===== src/rtl/mem_port_arbiter.sv =====
// Single-ported unified memory sequencer shared by fetch (I-side) and the memory stage (D-side).
// D-side wins by default; a fairness counter forces an I grant after FAIR_MAX D grants in a row.
module mem_port_arbiter #(
  parameter int unsigned XLEN     = 32,
  parameter int unsigned MEM_LAT  = 2,
  parameter int unsigned FAIR_MAX = 4
) (
  input  logic            clk,
  input  logic            reset,
  input  logic            IReq,
  input  logic [XLEN-1:0] IAddr,
  input  logic            FlushI,
  output logic            IAck,
  output logic [XLEN-1:0] IRData,
  input  logic            DReq,
  input  logic            DWe,
  input  logic [XLEN-1:0] DAddr,
  input  logic [XLEN-1:0] DWData,
  output logic            DAck,
  output logic [XLEN-1:0] DRData,
  output logic            MemEn,
  output logic            MemWe,
  output logic [XLEN-1:0] MemAddr,
  output logic [XLEN-1:0] MemWData,
  input  logic [XLEN-1:0] MemRData,
  output logic            StallF,
  output logic            StallM,
  output logic            Busy
);

  localparam logic [1:0] StIdle  = 2'd0;
  localparam logic [1:0] StBusyD = 2'd1;
  localparam logic [1:0] StBusyI = 2'd2;

  localparam logic [3:0] LatLoad = 4'(MEM_LAT - 1);
  localparam logic [3:0] FairMax = 4'(FAIR_MAX);

  logic [1:0]      stateQ, stateD;
  logic [3:0]      latCntQ, latCntD;
  logic [3:0]      fairCntQ, fairCntD;
  logic            discardQ, discardD;
  logic            iAckQ, iAckD;
  logic            dAckQ, dAckD;
  logic [XLEN-1:0] iRDataQ, iRDataD;
  logic [XLEN-1:0] dRDataQ, dRDataD;
  logic [XLEN-1:0] addrQ, addrD;
  logic [XLEN-1:0] wDataQ, wDataD;

  logic isIdle, lastCycle;
  logic dReqEff, iReqEff, fairHit;
  logic grantD, grantI;

  // A requester being acked this cycle is still holding Req; mask it to avoid a duplicate grant.
  assign dReqEff   = DReq & ~dAckQ;
  assign iReqEff   = IReq & ~iAckQ;
  assign fairHit   = iReqEff & (fairCntQ == FairMax);
  assign isIdle    = (stateQ == StIdle);
  assign lastCycle = ~isIdle & (latCntQ == 4'd0);

  assign grantD = isIdle & ~reset & dReqEff & ~fairHit;
  assign grantI = isIdle & ~reset & ~grantD & iReqEff & ~FlushI;

  always_comb begin
    stateD   = stateQ;
    latCntD  = latCntQ;
    discardD = discardQ;
    case (stateQ)
      StIdle: begin
        discardD = 1'b0;
        if (grantD) begin
          stateD  = StBusyD;
          latCntD = LatLoad;
        end else if (grantI) begin
          stateD  = StBusyI;
          latCntD = LatLoad;
        end
      end
      StBusyD, StBusyI: begin
        if ((stateQ == StBusyI) && FlushI) begin
          discardD = 1'b1;
        end
        if (lastCycle) begin
          stateD   = StIdle;
          discardD = 1'b0;
        end else begin
          latCntD = latCntQ - 4'd1;
        end
      end
      default: stateD = StIdle;
    endcase
  end

  always_comb begin
    fairCntD = fairCntQ;
    if (!IReq || grantI) begin
      fairCntD = 4'd0;
    end else if (grantD && (fairCntQ != FairMax)) begin
      fairCntD = fairCntQ + 4'd1;
    end
  end

  // A flush landing in the completion cycle still suppresses the fetch ack.
  always_comb begin
    dAckD   = (stateQ == StBusyD) & lastCycle;
    iAckD   = (stateQ == StBusyI) & lastCycle & ~discardQ & ~FlushI;
    iRDataD = iAckD ? MemRData : iRDataQ;
    dRDataD = dAckD ? MemRData : dRDataQ;
  end

  always_comb begin
    addrD  = addrQ;
    wDataD = wDataQ;
    if (grantD) begin
      addrD  = DAddr;
      wDataD = DWData;
    end else if (grantI) begin
      addrD  = IAddr;
      wDataD = '0;
    end
  end

  always_ff @(posedge clk) begin
    if (reset) begin
      stateQ   <= StIdle;
      latCntQ  <= 4'd0;
      fairCntQ <= 4'd0;
      discardQ <= 1'b0;
      iAckQ    <= 1'b0;
      dAckQ    <= 1'b0;
      iRDataQ  <= '0;
      dRDataQ  <= '0;
      addrQ    <= '0;
      wDataQ   <= '0;
    end else begin
      stateQ   <= stateD;
      latCntQ  <= latCntD;
      fairCntQ <= fairCntD;
      discardQ <= discardD;
      iAckQ    <= iAckD;
      dAckQ    <= dAckD;
      iRDataQ  <= iRDataD;
      dRDataQ  <= dRDataD;
      addrQ    <= addrD;
      wDataQ   <= wDataD;
    end
  end

  // The issue cycle drives the bus straight from the winner; busy cycles hold the latched copy.
  always_comb begin
    MemEn    = grantD | grantI;
    MemWe    = grantD & DWe;
    MemAddr  = '0;
    MemWData = '0;
    if (grantD) begin
      MemAddr  = DAddr;
      MemWData = DWData;
    end else if (grantI) begin
      MemAddr = IAddr;
    end else if (!isIdle) begin
      MemAddr  = addrQ;
      MemWData = wDataQ;
    end
  end

  assign IAck   = iAckQ;
  assign DAck   = dAckQ;
  assign IRData = iRDataQ;
  assign DRData = dRDataQ;
  assign StallF = IReq & ~iAckQ & ~FlushI;
  assign StallM = DReq & ~dAckQ;
  assign Busy   = ~isIdle;

endmodule

===== config.mk =====
export PLATFORM = sky130hd
export DESIGN_NAME = mem_port_arbiter
export DESIGN_NICKNAME = d
export VERILOG_FILES = /design/src/rtl/mem_port_arbiter.sv
export SDC_FILE = /design/constraint.sdc
export NUM_CORES = 1
export LEC_CHECK = 0
export BUFFER_PORTS_ARGS = -buffer_cell sky130_fd_sc_hd__buf_2
export CORE_MARGIN = 2
export CORE_UTILIZATION = 48
export DETAILED_ROUTE_END_ITERATION = 7
export PLACE_DENSITY = 0.81
export SYNTH_ARGS = -nofsm -noshare
export SYNTH_HDL_FRONTEND = slang
export SYNTH_SLANG_ARGS = --single-unit

===== constraint.sdc =====
create_clock -name clk -period 2.3 [get_ports clk]
set_input_delay 0.46 -clock clk [delete_from_list [all_inputs] [get_ports clk]]
set_output_delay 0.46 -clock clk [all_outputs]
set_load 0.05 [all_outputs]

==> impl_metrics.tcl, run 1 <==
set metrics [dict create \
    p_switching_mw 2.616 \
    dp.cells 1276 \
    die_y_um 117.6 \
    viasPerCell 5.993 \
    root_buffer "clkbuf_16" \
    grt_antenna_before_repair 2 \
    critPathMaxStageDelay_ns 0.42 \
    yosysWarnings 0 \
    core_area_mm2 0.01262 \
    seq_power_share_pct 34.1 \
    cts_htree_levels 4 \
    hold_path_depth 3 \
    pwr-share-clk_pct 36.4 \
    finalNonFillerCells 1346 \
    grt_max_degree 68 \
    r2r_cells 8 \
    fillers 648 \
    dieWidth_um 117.6 \
    cp_slowest_cell "a21oi_2" \
    multi_input_area_mm2 0.004031 \
    start_kind "flop" \
    synth_area_per_cell_um2 7.466 \
    drive_gt1_share_pct 51.45 \
    seq_area_mm2 0.002828 \
    period_minus_slack_ns 2.830 \
    ant_nets 0 \
    cts_inserted_buffers 17 \
    fin_crit_sh_pct 123.1 \
    arrival_ns 2.37 \
    timing.fmax_mhz 353.3 \
    start_util_pct 49.11 \
    pre_cts_ws_ns -0.01212 \
    gp_congestion 0.8362 \
    setup_viol 68 \
    cp.depth 8 \
    clock_latency_ns 0.43 \
    cpLargestDelayFamily "compound AO/OA/AOI/OAI gates" \
    synthToLayoutAreaGrowth_pct 73.55 \
    cp.required_ns 1.84 \
    cts.path.max_buffers 2 \
    rows 41 \
    fin_setup_tns_ns -16.08 \
    syn_inst 830 \
    drv_cap 0 \
    status "finished with violations" \
    cp_max_fo 19 \
    yosys.area.top_type_share_pct 45.55 \
    cts_tree "done" \
    fin_ws_ns -0.5304 \
    gr-total-overflow 0 \
    cp.buffers_inverters 3 \
    netSwitchingFraction_pct 33.98 \
    slew_violations 0 \
    min_path_type "in2reg" \
    crit_type "reg2out" \
    async_flop_share_pct 0 \
    first_pass_iters 8 \
    grt_pass1_wl_mm 40.01 \
    worstSetupEndpointType "output pin" \
    tightest_slew_ns 0.7325 \
    fp.dieArea_mm2 0.01384 \
    drt-initial-drc-count 1023 \
    peakVddDrop_mv 0.5651 \
    final_hold_viol_count 0 \
    vias 8066 \
    place_hpwl_mm 13.38 \
    nets 1302 \
    yosys-top-cells-area "dfxtp_1, nand2_1, a21oi_1" \
    slew_headroom_pct 50.87 \
    clock-sinks 141 \
    skew_ns 0.01302 \
    p_per_area_mw_per_mm2 716.0 \
    ys_seq_area_share_pct 45.55 \
    drc_errors 2 \
    synth.net_count 972 \
    wl_per_cell_um 22.07 \
    synth-edff-count 0 \
    synth.distinct_cells 43 \
    io_buffers 268 \
    synthFlopType "dfxtp_1" \
    path_cells "inv_2 > ha_4 > nand3b_4 > o21a_4 > buf_12 > a21oi_2 > a21oi_4 > buf_6" \
    yosys.area.top_type "dfxtp_1" \
    grt_pass1_vias 7602 \
    rsz0062_at_grt "yes" \
    synth-seq-cells 141 \
    combPwrFrac_pct 29.4 \
    grt_usage_pct 35.92 \
    violations "DRC, setup timing" \
    p_leak_nw 4.340 \
    wirelength_mm 29.70 \
    ioPinCount 269 \
    cts.clk_slew.worst_paths_ns 0.06 \
    internal_power_mw 5.084 \
    synthesis.area_mm2 0.006197 \
    hold_ws_ns 0.2743 \
]
==> sequential cells by signal, summed over array words and instances (netlist names) <==
name	flops
fairCntQ	4
stateQ	2
addrQ	32
DAck	1
IAck	1
IRData	32
wDataQ	32
latCntQ	4
discardQ	1
DRData	32
==> worst reg2reg max path: cells and delay by family (launching register included) <==
kind / cells / cell delay (ns)
buf+inv: 3 / 0.49
fa+ha+maj: 1 / 0.15
flops: 1 / 0.34
simple gates: 3 / 0.61
compound gates: 1 / 0.71
==> path summary, 6_finish.rpt <==
check / slack (ns) / startpoint / to
worst max register to register: -0.17 / stateQ[0] / addrQ[16]
worst min register to register: 0.45 / DRData[19] / DRData[19]
worst max-delay path: -0.53 / fairCntQ[1] / MemAddr[19]
worst min-delay path: 0.27 / MemRData[3] / IRData[3]
==> power by group through the flow <==
| stage | clock network, mW | logic, mW | registers, mW |
|---|---|---|---|
| after floorplan | 0 | 1.06 | 2.68 |
| after global placement | 0 | 1.58 | 2.65 |
| after detailed placement | 0 | 1.60 | 2.66 |
| after CTS | 2.76 | 1.96 | 2.60 |
| after global routing | 2.90 | 2.33 | 2.63 |
| final | 2.81 | 2.27 | 2.63 |
==> cell type report <==
| class | count | area share [%] |
|---|---|---|
| clock buffers | 20 | 4.246 |
| inverters | 42 | 1.501 |
| multi-input cells | 585 | 37.48 |
| repair buffers | 373 | 27.19 |
| flip-flops and latches | 141 | 26.29 |
| well taps | 172 | 2.001 |
| clock inverters | 11 | 1.245 |
| diodes | 2 | 0.04653 |
==> placed cells by master, fill, tap and decap left out, types with 3 or more instances in the layout <==
master,synthesis,layout
o21ai_4,0,3
nand3_1,39,39
buf_8,1,12
dfxtp_2,0,4
nand2_2,10,37
clkbuf_16,0,21
inv_1,41,37
nand2_1,220,187
buf_4,8,77
nand2_4,0,5
nor2_1,40,9
buf_12,0,15
nand2b_1,3,3
buf_6,3,63
a21oi_1,155,91
nor2_4,0,28
dfxtp_1,141,137
a211oi_1,33,33
a21oi_4,0,47
ha_1,8,6
clkinv_4,0,4
nor2_2,0,3
o21ai_2,1,30
inv_2,0,4
nor3_1,3,3
a21oi_2,10,27
buf_2,15,200
inv_6,0,3
==> synthesized netlist by cell type, drive strengths merged (8+ instances only) <==
cell type	instances
a211oi	33
a21oi	165
buf	29
clkbuf	33
dfxtp	141
ha	8
inv	41
nand2	230
nand3	39
nor2	40
o21ai	34
==> logic make-up (layout without fill, tap and decap cells) <==
family,count (synthesis),after routing,share of synthesized area [%]
AOI/OAI and AO/OA,245,245,22.45
xor gates and xnor gates,3,3,0.4241
adders and majority gates,8,8,1.615
buffers and inverters,104,446,7.632
DFF,141,141,45.55
other,0,2,0
and+or+nand+nor,329,329,22.33
==> through the flow <==
stage / utilization, % / area [µm²] / total power [mW]
after floorplan: - / 6768 / 3.746
after global placement: 68.60 / 8657 / 4.226
after detailed placement: 68.60 / 8657 / 4.251
after CTS: 82.35 / 10390 / 7.325
after global routing: 85.23 / 10760 / 7.857
final: 85.23 / 10760 / 7.700
==> per-layer routing <==
metal | global-route usage (%) | wire (µm)
met1 | 39.25 | 9925
met2 | 62.14 | 13650
met3 | 11.48 | 3705
met4 | 18.67 | 2421
met5 | 0 | 0
==> timing repair <==
item                                    CTS  global route
endpoints found under the setup margin   67            67
resized for setup                       274            44
hold buffers                              0             0
cloned                                    4             5
buffers inserted                         15            17
pin swaps                                13             9
Note: power is estimated with default switching activity, not from simulation.
==> run 2, diff against run 1 <==
Settings changed: CORE_MARGIN 2 to 1, GPL_ROUTABILITY_DRIVEN from default to 0.
==> impl_metrics.tcl, run 2 (same netlist as run 1, synthesis figures left out) <==
set metrics [dict create \
    gr-total-overflow 0 \
    start_util_pct 49.11 \
    drive_gt1_share_pct 51.52 \
    setup_viol 66 \
    fin_crit_sh_pct 119.8 \
    worstSetupEndpointType "output pin" \
    wl_per_cell_um 23.18 \
    cts.clk_slew.worst_paths_ns 0.06 \
    final_hold_viol_count 0 \
    p_switching_mw 2.671 \
    violations "DRC, setup timing" \
    viasPerCell 6.090 \
    rsz0062_at_grt "yes" \
    r2r_cells 11 \
    peakVddDrop_mv 0.5929 \
    cts_tree "done" \
    status "finished with violations" \
    crit_end "MemAddr[15]" \
    cts_inserted_buffers 17 \
    grt_pass1_vias 7138 \
    cp.required_ns 1.84 \
    cp_slowest_cell "dfxtp_2" \
    rows 41 \
    hold_start "MemRData[2]" \
    drt-initial-drc-count 1186 \
    pwr-share-clk_pct 37.1 \
    dieWidth_um 115.6 \
    ant_nets 0 \
    clock_latency_ns 0.44 \
    seq_power_share_pct 33.6 \
    layout_commonest_cell "buf_2" \
    slew_headroom_pct 42.66 \
    min_path_type "in2reg" \
    grt_antenna_before_repair 0 \
    p_leak_nw 4.606 \
    mostFrequentLayoutCells "buf_2, nand2_1, dfxtp_1, a21oi_1, buf_4" \
    timing.rr.start "stateQ[0]" \
    period_minus_slack_ns 2.756 \
    regToRegEndpoint "wDataQ[12]" \
    nets 1314 \
    root_buffer "clkbuf_16" \
    arrival_ns 2.30 \
    hold_ws_ns 0.2576 \
    p_per_area_mw_per_mm2 709.1 \
    pre_cts_ws_ns -0.01964 \
    combPwrFrac_pct 29.3 \
    core_area_mm2 0.01262 \
    tightest_slew_ns 0.8600 \
    netSwitchingFraction_pct 34.13 \
    drv_cap 0 \
    wirelength_mm 31.45 \
    place_hpwl_mm 12.90 \
    path_cells "inv_2 > ha_4 > and4bb_2 > o21a_4 > buf_12 > buf_16 > a21oi_4 > a21oi_4 > buf_8" \
    die_y_um 115.6 \
    grt_max_degree 76 \
    cts_htree_levels 4 \
    cp_max_fo 6 \
    hold_path_depth 3 \
    grt_pass1_wl_mm 35.22 \
    io_buffers 268 \
    clock-sinks 141 \
    drc_errors 2 \
    fin_ws_ns -0.4564 \
    timing.fmax_mhz 362.8 \
    critPathMaxStageDelay_ns 0.32 \
    slew_violations 0 \
    vias 8264 \
    synthToLayoutAreaGrowth_pct 78.09 \
    start_kind "flop" \
    first_pass_iters 8 \
    internal_power_mw 5.155 \
    grt_usage_pct 34.35 \
    skew_ns 0.01435 \
    crit_type "reg2out" \
    critPathLaunch "stateQ[0]" \
    cts.path.max_buffers 2 \
    crit_top_cell "a21oi_4" \
    fp.dieArea_mm2 0.01337 \
    ioPinCount 269 \
    r2r_slack_ns 0.09 \
]
==> run 2: cell types whose count changed in the layout (fill, tap and decap cells not counted), moves of 2 or more <==
cell / change
a21oi_2: -4
nand2_2: -26
nor2_2: +6
a21oi_4: +4
clkbuf_16: +2
nor2_1: +4
nand2_4: +26
buf_4: +6
nor2_4: -10
o21ai_4: +2
==> run 2: critical path, delay by kind of cell, from the launching register on <==
kind	cells	cell delay [ns]
buf+inv	4	0.58
compound gates	3	0.52
flops	1	0.32
simple gates	1	0.27
fa+ha+maj	1	0.15
==> run 2: power by group through the flow <==
stage | logic [mW] | registers [mW] | clock network (mW)
after floorplan | 1.06 | 2.68 | 0
after detailed placement | 1.56 | 2.66 | 0
after CTS | 1.89 | 2.60 | 2.85
final | 2.29 | 2.63 | 2.90
after global routing | 2.37 | 2.63 | 3.00
after global placement | 1.55 | 2.65 | 0
==> run 2: worst min-delay path by stage <==
stage,to,slack [ns]
6_report,IRData[2],0.26
2_1_floorplan,addrQ[0],0.44
5_1_grt,IRData[2],0.26
4_1_cts,IRData[2],0.26
3_3_place_gp,IRData[15],0.44
3_5_place_dp,DRData[7],0.44
==> run 2: timing repair <==
item / 4_1_cts / 5_1_grt
hold buffers: 0 / 0
setup endpoints to repair: 67 / 66
endpoints found under the hold margin: 0 / 0
setup buffers: 13 / 39
pin swaps: 9 / 43
gates cloned: 5 / 6
resized for setup: 232 / 107
==> run 2: layout make-up <==
| type | count | area [µm²] |
|---|---|---|
| Sequential cell | 141 | 2826 |
| Fill cell | 578 | 1583 |
| Inverter | 42 | 162.7 |
| Antenna cell | 1 | 2.502 |
| Multi-Input combinational cell | 586 | 4155 |
| Clock inverter | 12 | 163.9 |
| Tap cell | 172 | 215.2 |
| Clock buffer | 19 | 442.9 |
| Timing Repair Buffer | 384 | 3068 |
==> run 2: routing by layer <==
| layer | global-route usage, % | wire [µm] | up-vias |
|---|---|---|---|
| li1 | - | - | 3469 |
| met1 | 37.10 | 10250 | 3782 |
| met2 | 56.77 | 13710 | 729 |
| met3 | 14.91 | 4690 | 282 |
| met4 | 18.89 | 2767 | 2 |
| met5 | 0 | 37 | - |
==> run 2: metrics by stage <==
| step | instance area, µm² | utilization [%] | TNS (ns) | total power, mW | cells |
|---|---|---|---|---|---|
| global route | 11030 | 87.44 | -23.65 | 8.007 | 1356 |
| CTS | 10170 | 80.57 | -14.59 | 7.339 | 1314 |
| global placement | 8559 | 67.83 | 0 | 4.197 | 1265 |
| finish | 11040 | 87.46 | -20.73 | 7.826 | 1357 |
| floorplan | 6768 | - | -3.554 | 3.746 | 830 |
| detailed placement | 8559 | 67.83 | -0.02106 | 4.219 | 1265 |
